**config.mk**
```make
export PLATFORM = sky130hd
export DESIGN_NAME = pcm_sfx_mixer
export DESIGN_NICKNAME = d
export VERILOG_FILES = /design/src/rtl/pcm_pkg.sv /design/src/rtl/pcm_voice.sv /design/src/rtl/pcm_sfx_mixer.sv
export SDC_FILE = /design/constraint.sdc
export NUM_CORES = 1
export LEC_CHECK = 0
export CORE_MARGIN = 4
export CORE_UTILIZATION = 55
export CTS_BUF_LIST = sky130_fd_sc_hd__clkbuf_4 sky130_fd_sc_hd__clkbuf_8 sky130_fd_sc_hd__clkbuf_16
export CTS_CLUSTER_DIAMETER = 200
export CTS_CLUSTER_SIZE = 24
export DETAILED_ROUTE_END_ITERATION = 7
export PLACE_DENSITY = 0.83
export SYNTH_ARGS = -nofsm -noshare
export SYNTH_HDL_FRONTEND = slang
export SYNTH_SLANG_ARGS = --single-unit
```
**constraint.sdc**
```tcl
create_clock -name CLKSYS -period 5.1 [get_ports CLKSYS]
set_clock_uncertainty 0.1 [all_clocks]
set_input_delay 1.02 -clock CLKSYS [delete_from_list [all_inputs] [get_ports CLKSYS]]
set_output_delay 1.02 -clock CLKSYS [all_outputs]
set_load 0.05 [all_outputs]
```
**src/rtl/pcm_pkg.sv**
```systemverilog
// Shared constants and arithmetic helpers for the PCM sound-effect mixer.
// Samples are unsigned with silence at midscale; mixing happens in two's complement.
package pcm_pkg;

    localparam int PCM_DW = 8;
    localparam logic [PCM_DW-1:0] PCM_MIDSCALE = 8'h80;

    // Accumulator must hold N_CH full-scale signed samples without wrapping.
    function automatic int pcm_acc_w(input int dw, input int n_ch);
        return dw + $clog2(n_ch) + 1;
    endfunction

    // Clamp a signed value into the signed range of a dw-bit sample.
    function automatic logic signed [31:0] sat_signed(input logic signed [31:0] v, input int dw);
        logic signed [31:0] hi;
        logic signed [31:0] lo;
        hi = (32'sd1 <<< (dw - 1)) - 32'sd1;
        lo = -(32'sd1 <<< (dw - 1));
        if (v > hi) begin
            return hi;
        end else if (v < lo) begin
            return lo;
        end else begin
            return v;
        end
    endfunction

endpackage

```
**src/rtl/pcm_voice.sv**
```systemverilog
// One playback voice: trigger edge detect, pending/active state and sample position.
// A trigger only arms the voice; playback (re)starts at the next output tick.
module pcm_voice
    import pcm_pkg::*;
#(
    parameter int AW = 11
) (
    input  logic          clk,
    input  logic          rst,
    input  logic          trig,
    input  logic          halt,
    input  logic          loop,
    input  logic [AW-1:0] length,
    input  logic          tick,
    input  logic          slot_done,
    output logic          active,
    output logic          busy,
    output logic [AW-1:0] pos
);

    logic          trig_q_r;
    logic          pending_r;
    logic          active_r;
    logic [AW-1:0] pos_r;
    logic          edge_s;
    logic          at_end_s;

    assign edge_s   = trig & ~trig_q_r;
    assign at_end_s = (pos_r == (length - AW'(1)));

    // Voice state: halt overrides everything, then tick start, then end-of-slot advance.
    always_ff @(posedge clk or posedge rst) begin
        if (rst) begin
            trig_q_r  <= 1'b0;
            pending_r <= 1'b0;
            active_r  <= 1'b0;
            pos_r     <= {AW{1'b0}};
        end else begin
            trig_q_r <= trig;
            if (halt) begin
                pending_r <= 1'b0;
                active_r  <= 1'b0;
            end else begin
                pending_r <= (pending_r & ~tick) | (edge_s & (length != {AW{1'b0}}));
                if (tick && pending_r) begin
                    active_r <= 1'b1;
                    pos_r    <= {AW{1'b0}};
                end else if (slot_done && active_r) begin
                    if (at_end_s) begin
                        pos_r <= {AW{1'b0}};
                        if (!loop) begin
                            active_r <= 1'b0;
                        end
                    end else begin
                        pos_r <= pos_r + AW'(1);
                    end
                end
            end
        end
    end

    assign active = active_r;
    assign busy   = active_r | pending_r;
    assign pos    = pos_r;

endmodule

```
**src/rtl/pcm_sfx_mixer.sv**
```systemverilog
// Multi-voice PCM effect player: each output period the voices are scanned one per
// cycle through the shared ROM, attenuated, summed, saturated and emitted as one sample.
module pcm_sfx_mixer
    import pcm_pkg::*;
#(
    parameter int N_CH    = 2,
    parameter int AW      = 11,
    parameter int DW      = PCM_DW,
    parameter int CLK_DIV = 4000
) (
    input  logic              CLKSYS,
    input  logic              RESET,
    input  logic [N_CH-1:0]   trig,
    input  logic [N_CH-1:0]   halt,
    input  logic [N_CH-1:0]   loop,
    input  logic [N_CH*AW-1:0] start_addr,
    input  logic [N_CH*AW-1:0] length,
    input  logic [N_CH*2-1:0] vol,
    output logic [AW-1:0]     rom_addr,
    input  logic [DW-1:0]     rom_data,
    output logic [N_CH-1:0]   busy,
    output logic [DW-1:0]     audio,
    output logic              audio_valid
);

    localparam int ACC_W = pcm_acc_w(DW, N_CH);
    localparam int DIV_W = $clog2(CLK_DIV);
    localparam int PH_W  = $clog2(N_CH + 3);
    localparam int SW    = (N_CH > 1) ? $clog2(N_CH) : 1;
    localparam logic [DW-1:0]   MID     = {1'b1, {(DW-1){1'b0}}};
    localparam logic [PH_W-1:0] PH_LAST = PH_W'(N_CH + 2);

    logic [DIV_W-1:0]        div_r;
    logic                    run_r;
    logic [PH_W-1:0]         ph_r;
    logic signed [ACC_W-1:0] acc_r;
    logic [AW-1:0]           rom_addr_r;
    logic [DW-1:0]           audio_r;
    logic                    valid_r;

    logic                    tick_s;
    logic [N_CH-1:0]         slot_done_s;
    logic [N_CH-1:0]         active_s;
    logic [AW-1:0]           pos_a   [N_CH];
    logic [AW-1:0]           start_a [N_CH];
    logic [1:0]              vol_a   [N_CH];
    logic [SW-1:0]           addr_idx_s;
    logic [SW-1:0]           acc_idx_s;
    logic signed [DW-1:0]    diff_s;
    logic signed [DW-1:0]    shift_s;
    logic signed [ACC_W-1:0] contrib_s;
    logic signed [31:0]      acc32_s;

    genvar g;
    generate
        for (g = 0; g < N_CH; g++) begin : g_voice
            assign start_a[g] = start_addr[g*AW +: AW];
            assign vol_a[g]   = vol[g*2 +: 2];
            pcm_voice #(.AW(AW)) u_voice (
                .clk       (CLKSYS),
                .rst       (RESET),
                .trig      (trig[g]),
                .halt      (halt[g]),
                .loop      (loop[g]),
                .length    (length[g*AW +: AW]),
                .tick      (tick_s),
                .slot_done (slot_done_s[g]),
                .active    (active_s[g]),
                .busy      (busy[g]),
                .pos       (pos_a[g])
            );
        end
    endgenerate

    assign tick_s     = (div_r == DIV_W'(CLK_DIV - 1));
    assign addr_idx_s = ph_r[SW-1:0];
    assign acc_idx_s  = SW'(ph_r - PH_W'(2));
    // Offset-binary to two's complement is just an MSB flip.
    assign diff_s     = rom_data ^ MID;
    assign shift_s    = diff_s >>> vol_a[acc_idx_s];
    assign contrib_s  = {{(ACC_W-DW){shift_s[DW-1]}}, shift_s};
    assign acc32_s    = {{(32-ACC_W){acc_r[ACC_W-1]}}, acc_r};

    // Voice s finishes its slot once its ROM word has been accumulated.
    always_comb begin
        slot_done_s = {N_CH{1'b0}};
        for (int i = 0; i < N_CH; i++) begin
            slot_done_s[i] = run_r && (ph_r == PH_W'(i + 2));
        end
    end

    // Output-rate divider.
    always_ff @(posedge CLKSYS or posedge RESET) begin
        if (RESET) begin
            div_r <= {DIV_W{1'b0}};
        end else begin
            div_r <= tick_s ? {DIV_W{1'b0}} : div_r + DIV_W'(1);
        end
    end

    // Scan sequencer: address phase, accumulate phase (ROM latency 1), then output.
    always_ff @(posedge CLKSYS or posedge RESET) begin
        if (RESET) begin
            run_r      <= 1'b0;
            ph_r       <= {PH_W{1'b0}};
            acc_r      <= {ACC_W{1'b0}};
            rom_addr_r <= {AW{1'b0}};
            audio_r    <= MID;
            valid_r    <= 1'b0;
        end else begin
            valid_r <= 1'b0;
            if (tick_s) begin
                run_r <= 1'b1;
                ph_r  <= {PH_W{1'b0}};
                acc_r <= {ACC_W{1'b0}};
            end else if (run_r) begin
                ph_r <= ph_r + PH_W'(1);
                if (ph_r < PH_W'(N_CH)) begin
                    rom_addr_r <= start_a[addr_idx_s] + pos_a[addr_idx_s];
                end
                if ((ph_r >= PH_W'(2)) && (ph_r < PH_LAST) && active_s[acc_idx_s]) begin
                    acc_r <= acc_r + contrib_s;
                end
                if (ph_r == PH_LAST) begin
                    run_r   <= 1'b0;
                    audio_r <= DW'(sat_signed(acc32_s, DW)) ^ MID;
                    valid_r <= 1'b1;
                end
            end
        end
    end

    assign rom_addr    = rom_addr_r;
    assign audio       = audio_r;
    assign audio_valid = valid_r;

endmodule

```
# Word-level counts from Yosys, hierarchy flattened
# Cells that the tools add are included.
[word_totals] word_cells=131 input_bits=64 output_inout_bits=22 ff_bits=74
[op_classes] n_eq_ne=8 n_shift=1 addsub=9 reduce_logical=25 muxes=46 order_cmp=8 bitwise=19
[op_table] op="11-bit 2-to-1 mux" count=12
[op_table] op="8-bit 2-to-1 mux" count=5
[op_table] op="10-bit 2-to-1 mux" count=3
[op_table] op="11-bit by 1-bit adder with 11-bit output (second input constant)" count=2
[op_table] op="11-bit == test" count=2
[op_table] op="11-bit nonzero test" count=2
[op_table] op="11-bit by 1-bit subtractor with 11-bit output (second input constant)" count=2
[op_table] op="1-bit 2-to-1 mux" count=20
[op_table] op="12-bit by 1-bit adder with 12-bit output (second input constant)" count=1
[op_table] op="12-bit == test (second input constant)" count=1
[op_table] op="12-bit 2-to-1 mux" count=1
[op_table] op="3-bit AND reduction" count=4
[op_table] op="3-bit nonzero test" count=4
[op_table] op="11-bit adder" count=1
[op_table] op="10-bit by 8-bit adder with 10-bit output" count=1
[op_table] op="10-bit by 8-bit > comparator with 1-bit output (second input constant)" count=1
[op_table] op="10-bit by 8-bit less-than comparator with 1-bit output (second input constant)" count=1
[op_table] op="1-bit logical AND" count=8
[op_table] op="2-bit nonzero test" count=4
[op_table] op="8-bit by 2-bit >>> shifter with 8-bit output" count=1
[op_table] op="1-bit inverter" count=7
[op_table] op="1-bit AND" count=6
[op_table] op="3-bit by 2-bit == test with 1-bit output (second input constant)" count=2
[op_table] op="2-bit 2-to-1 mux" count=3
[op_table] op="other kinds (13)" count=22

# Depth between registers and ports, before layout
[logic_depth] depth_word=10 depth_mapped=13 depth_no_buf=11

# Hierarchy
# From an unflattened synthesis, not the netlist that was laid out.
[unflattened] hier_cells=595 area_unflattened_um2=5567.8
[modules_own_cells] module="pcm_sfx_mixer" area_each_um2=3158.0 instances=1 cells_each=321 seq_area_each_um2=1152.4
[modules_own_cells] module="pcm_voice" area_each_um2=1204.9 instances=2 cells_each=137 seq_area_each_um2=350.3

# Worst setup path after synthesis
# No wires, ideal clock.
[synth_timing] path_kind="input -> register" from="in vol[2]" to="reg acc_r[8]" required_time_ns=4.871 path_buffers=0 path_stages=11 path_slack_ns=0.928 arrival_ns=3.943 path_cell_list="mux2i_1 > mux4_2 > ha_1 > fa_1 > a21o_1 > a21oi_1 > o21bai_1 > a2111oi_0 > nor2_1 > nand4_1 > nand3_1"
[synth_between] elab_chain_len=8
[synth_rtl] element="start: declaration" line="pcm_sfx_mixer.sv:18" rtl="input logic [N_CH*2-1:0] vol,"
[synth_rtl] element="2-bit 2-to-1 mux (implied by the code) (3 in a row)" line="pcm_sfx_mixer.sv:80" rtl="assign shift_s = diff_s >>> vol_a[acc_idx_s];"
[synth_rtl] element="8-bit by 2-bit >>> shifter with 8-bit output" line="pcm_sfx_mixer.sv:80"
[synth_rtl] element="10-bit by 8-bit adder with 10-bit output" line="pcm_sfx_mixer.sv:122" rtl="acc_r <= acc_r + contrib_s;"
[synth_rtl] element="10-bit 2-to-1 mux" line="pcm_sfx_mixer.sv:121" rtl="if ((ph_r >= PH_W'(2)) && (ph_r < PH_LAST) && active_s[acc_idx_s]) begin"
[synth_rtl] element="10-bit 2-to-1 mux" line="pcm_sfx_mixer.sv:116" rtl="end else if (run_r) begin"
[synth_rtl] element="10-bit 2-to-1 mux" line="pcm_sfx_mixer.sv:112" rtl="if (tick_s) begin"
[synth_rtl] element="end signal: assignment" line="pcm_sfx_mixer.sv:106" rtl="acc_r <= {ACC_W{1'b0}};"
[synth_rtl] element="end signal: assignment" line="pcm_sfx_mixer.sv:115" rtl="acc_r <= {ACC_W{1'b0}};"
[synth_rtl] element="end signal: assignment" line="pcm_sfx_mixer.sv:122"
[synth_rtl] element="end: declaration" line="pcm_sfx_mixer.sv:36" rtl="logic signed [ACC_W-1:0] acc_r;"
# Every way passes these cells. The select of a mux whose other input is x is not followed.
# A chain may end at the register's enable or synchronous reset.

# Final worst setup path
# Ends and elaborated chain as after synthesis.

==> key figures <==
Logic synthesis
  – Async set-reset flop share out of synthesis: 100.0%
  – Top FF cell, synth: dfrtp_1
  – Cells after Synth: 623
  – EDFF count, synth: 0
  – Seq cells post-synth: 74
  – Seq/Total Area, Yosys: 34.59%
  – Synth warn: 0
  – Mapped Nets: 715
  – Netlist cell types: 58
  – Synthesized area: 5356 um2
  – Syn Area/Cell: 8.598 um2

Global route
  – Met2 GRT Util: 38.08%
  – Tot GR Track Use: 22.88%
  – First-pass GRT wire length: 21.69 mm
  – Met3 Use GR: 2.950%
  – Vias in the first global route: 4,730
  – Grt met1 use: 30.98%
  – GRT overflow: 0
  – Initial antenna violation count: 0
  – Gr busiest metal: met2
  – Largest net degree at the start of global routing: 42

Floorplanning
  – Die Ht: 106.7 um
  – Die area: 11,380 um2
  – Core area: 9371 um2
  – I/O pin cnt: 86
  – Die width: 106.7 um
  – Initial Util: 57.16%
  – Rows: 35

Clock tree
  – Num CTS Buffers: 9
  – Htree depth: 3
  – CTS root buf: clkbuf_8
  – Sinks on Clock Net: 74
  – Clock tree buffer depth: 2
  – CTS tree: built
  – Worst skew pair latency: 0.34 ns
  – Post-CTS Resized: 0
  – Clk slew on worst S/H paths: 0.09 ns
  – CTS Hold Bufs: 0
  – # Post-CTS Setup Buffers: 0

Place
  – Hpwl dp: 9.830 mm
  – Routability Congestion: 0.9298
  – Input/output buffers: 85
  – Dpl cells: 816

Power
  – Clock network power share: 36.5%
  – Maximum vdd ir drop: 0.1359 mV
  – Psw: 0.3580 mW
  – Sw Share: 27.27%
  – PD cells: 201.5 nW/um2
  – Combinational share of power: 17.5%
  – Sequential fraction of design power: 45.9%
  – Pleak: 2.703 nW
  – Internal: 0.9547 mW

Final layout
  – Most frequent cells in the layout: 85 x clkdlybuf4s50_1, 73 x dfrtp_1, 68 x nand2_1
  – Ratio of cells with drive above 1 in the final layout: 7.824%
  – N_diodes: 0
  – Area growth syn-to-layout: 21.61%
  – Commonest non-fill, non-tap cell in the layout: clkdlybuf4s50_1
  – Non-filler cells in the finished layout: 832
  – Nets@finish: 790

Drt
  – Vias per cell: 5.785
  – DR WL/cell: 15.45 um
  – Routed Antenna Nets: 0
  – Total Wirelength: 12.86 mm
  – Drt pass-1 iters: 5
  – # DRC: 0
  – DRT iter0 DRCs: 264
  – Detailed-route via count: 4,813

Critical path
  – CP Class: input port to flip-flop
  – Critical Path RT: 5.23 ns
  – Setup crit end kind: flip-flop
  – Maximum net fanout on the critical path: 7
  – Critical Path AT: 4.30 ns
  – Worst setup SP type: input port

Timing
  – Final Cycle Share: 81.81%
  – Fmax: 0.2397 GHz
  – Endpoints failing hold: 0
  – Setup violations, final: 0
  – Pins Over Slew Limit: 0
  – Max-slew headroom: 42.50%
  – Fin Hold WS: 0.3853 ns
  – Fin crit period: 4.173 ns
  – Setup TNS: 0 ns
  – RSZ-0062 raised after global routing: false
  – Worst slew pin tran: 0.8612 ns

Outcome
  – Status: completed

Run
  – Maxcap violations: 0

Worst hold path
  – Hold Crit Class: flip-flop to flip-flop
## cell type report
cell class | instances | area (um2)
fill | 767 | 2858
timing repair buffer | 91 | 895.9
clock buffer | 10 | 137.6
clock inverter | 6 | 72.57
inverter | 35 | 131.4
multi-input combinational | 487 | 3262
tap | 129 | 161.4
sequential | 74 | 1853
## critical path: stages
cell and delay, ns:
clkdlybuf4s50_1 0.40, mux2i_1 0.17, buf_4 0.20, mux4_2 0.50, ha_1 0.22, fa_1 0.40
a21o_1 0.19, a21oi_1 0.21, o21bai_1 0.11, a2111oi_0 0.57, nor2_1 0.11, nand4_1 0.11
nand3_1 0.08
## cell families after synthesis
logic type / Yosys count / share of synthesized area (%)
AO/OA/AOI/OAI: 141 / 16.00
XOR/XNOR: 54 / 9.087
adder cells (fa/ha/maj): 28 / 6.821
buffers and inverters: 62 / 4.625
flip-flops: 74 / 34.59
multiplexers: 34 / 7.335
AND/OR/NAND/NOR: 230 / 21.54
## Yosys cell counts (11+ instances only)
library cell | number | share of area [%]
a21oi_1 | 22 | 2.1
a31oi_1 | 12 | 1.4
clkbuf_1 | 22 | 1.5
dfrtp_1 | 73 | 34
ha_1 | 26 | 6.1
inv_1 | 35 | 2.5
mux2_2 | 12 | 2.5
mux2i_1 | 19 | 3.6
nand2_1 | 68 | 4.8
nand3_1 | 25 | 2.3
nor2_1 | 43 | 3.0
nor3_1 | 18 | 1.7
nor4_1 | 12 | 1.4
o21ai_0 | 46 | 4.3
o22ai_1 | 11 | 1.3
xnor2_1 | 30 | 4.9
xor2_1 | 23 | 3.8
## final timing paths
path	from	to	slack, ns	cells after the start
max	vol[2]	acc_r[8]	0.93	13
min in group asynchronous	RESET	audio[6]	1.07	2
max reg2reg	ph_r[0]	acc_r[8]	1.52	12
max in group asynchronous	RESET	div_r[2]	2.86	3
min reg2reg	audio[5]	audio[5]	0.39	2
min	audio[5]	audio[5]	0.39	2
## layer usage
layer	part of all wire (%)	wire length, um
met1	44	5683
met2	48	6188
met3	5.6	717
met4	2.1	266
met5	0	0
## per-stage QoR
step           power [mW]  setup slack (ns)  cell area [um2]  util [%]
3_3_place_gp       0.8330            0.7279             6304     67.26
3_5_place_dp       0.8430            0.5908             6304     67.26
6_report            1.313            0.9275             6514     69.51
4_1_cts             1.317            0.9536             6514     69.51
2_1_floorplan      0.7503            0.9276             5356         -
5_1_grt             1.367            0.6613             6514     69.51
## state kept, by name, indices dropped and copies added (netlist names)
signal and flops:
acc_r 10, audio 8, audio_valid 1, div_r 12, g_voice.u_voice.active 2, g_voice.u_voice.pending_r 2
g_voice.u_voice.pos 22, g_voice.u_voice.trig_q_r 2, ph_r 3, rom_addr 11, run_r 1
## power groups by stage
| stage | logic (mW) | clock network, mW | registers [mW] |
|---|---|---|---|
| 3_5_place_dp | 0.229 | 0 | 0.614 |
| 2_1_floorplan | 0.135 | 0 | 0.615 |
| 3_3_place_gp | 0.219 | 0 | 0.614 |
| 5_1_grt | 0.255 | 0.508 | 0.604 |
| 6_report | 0.230 | 0.479 | 0.603 |
| 4_1_cts | 0.230 | 0.484 | 0.603 |
No activity file was read; power rests on OpenSTA's default activity.
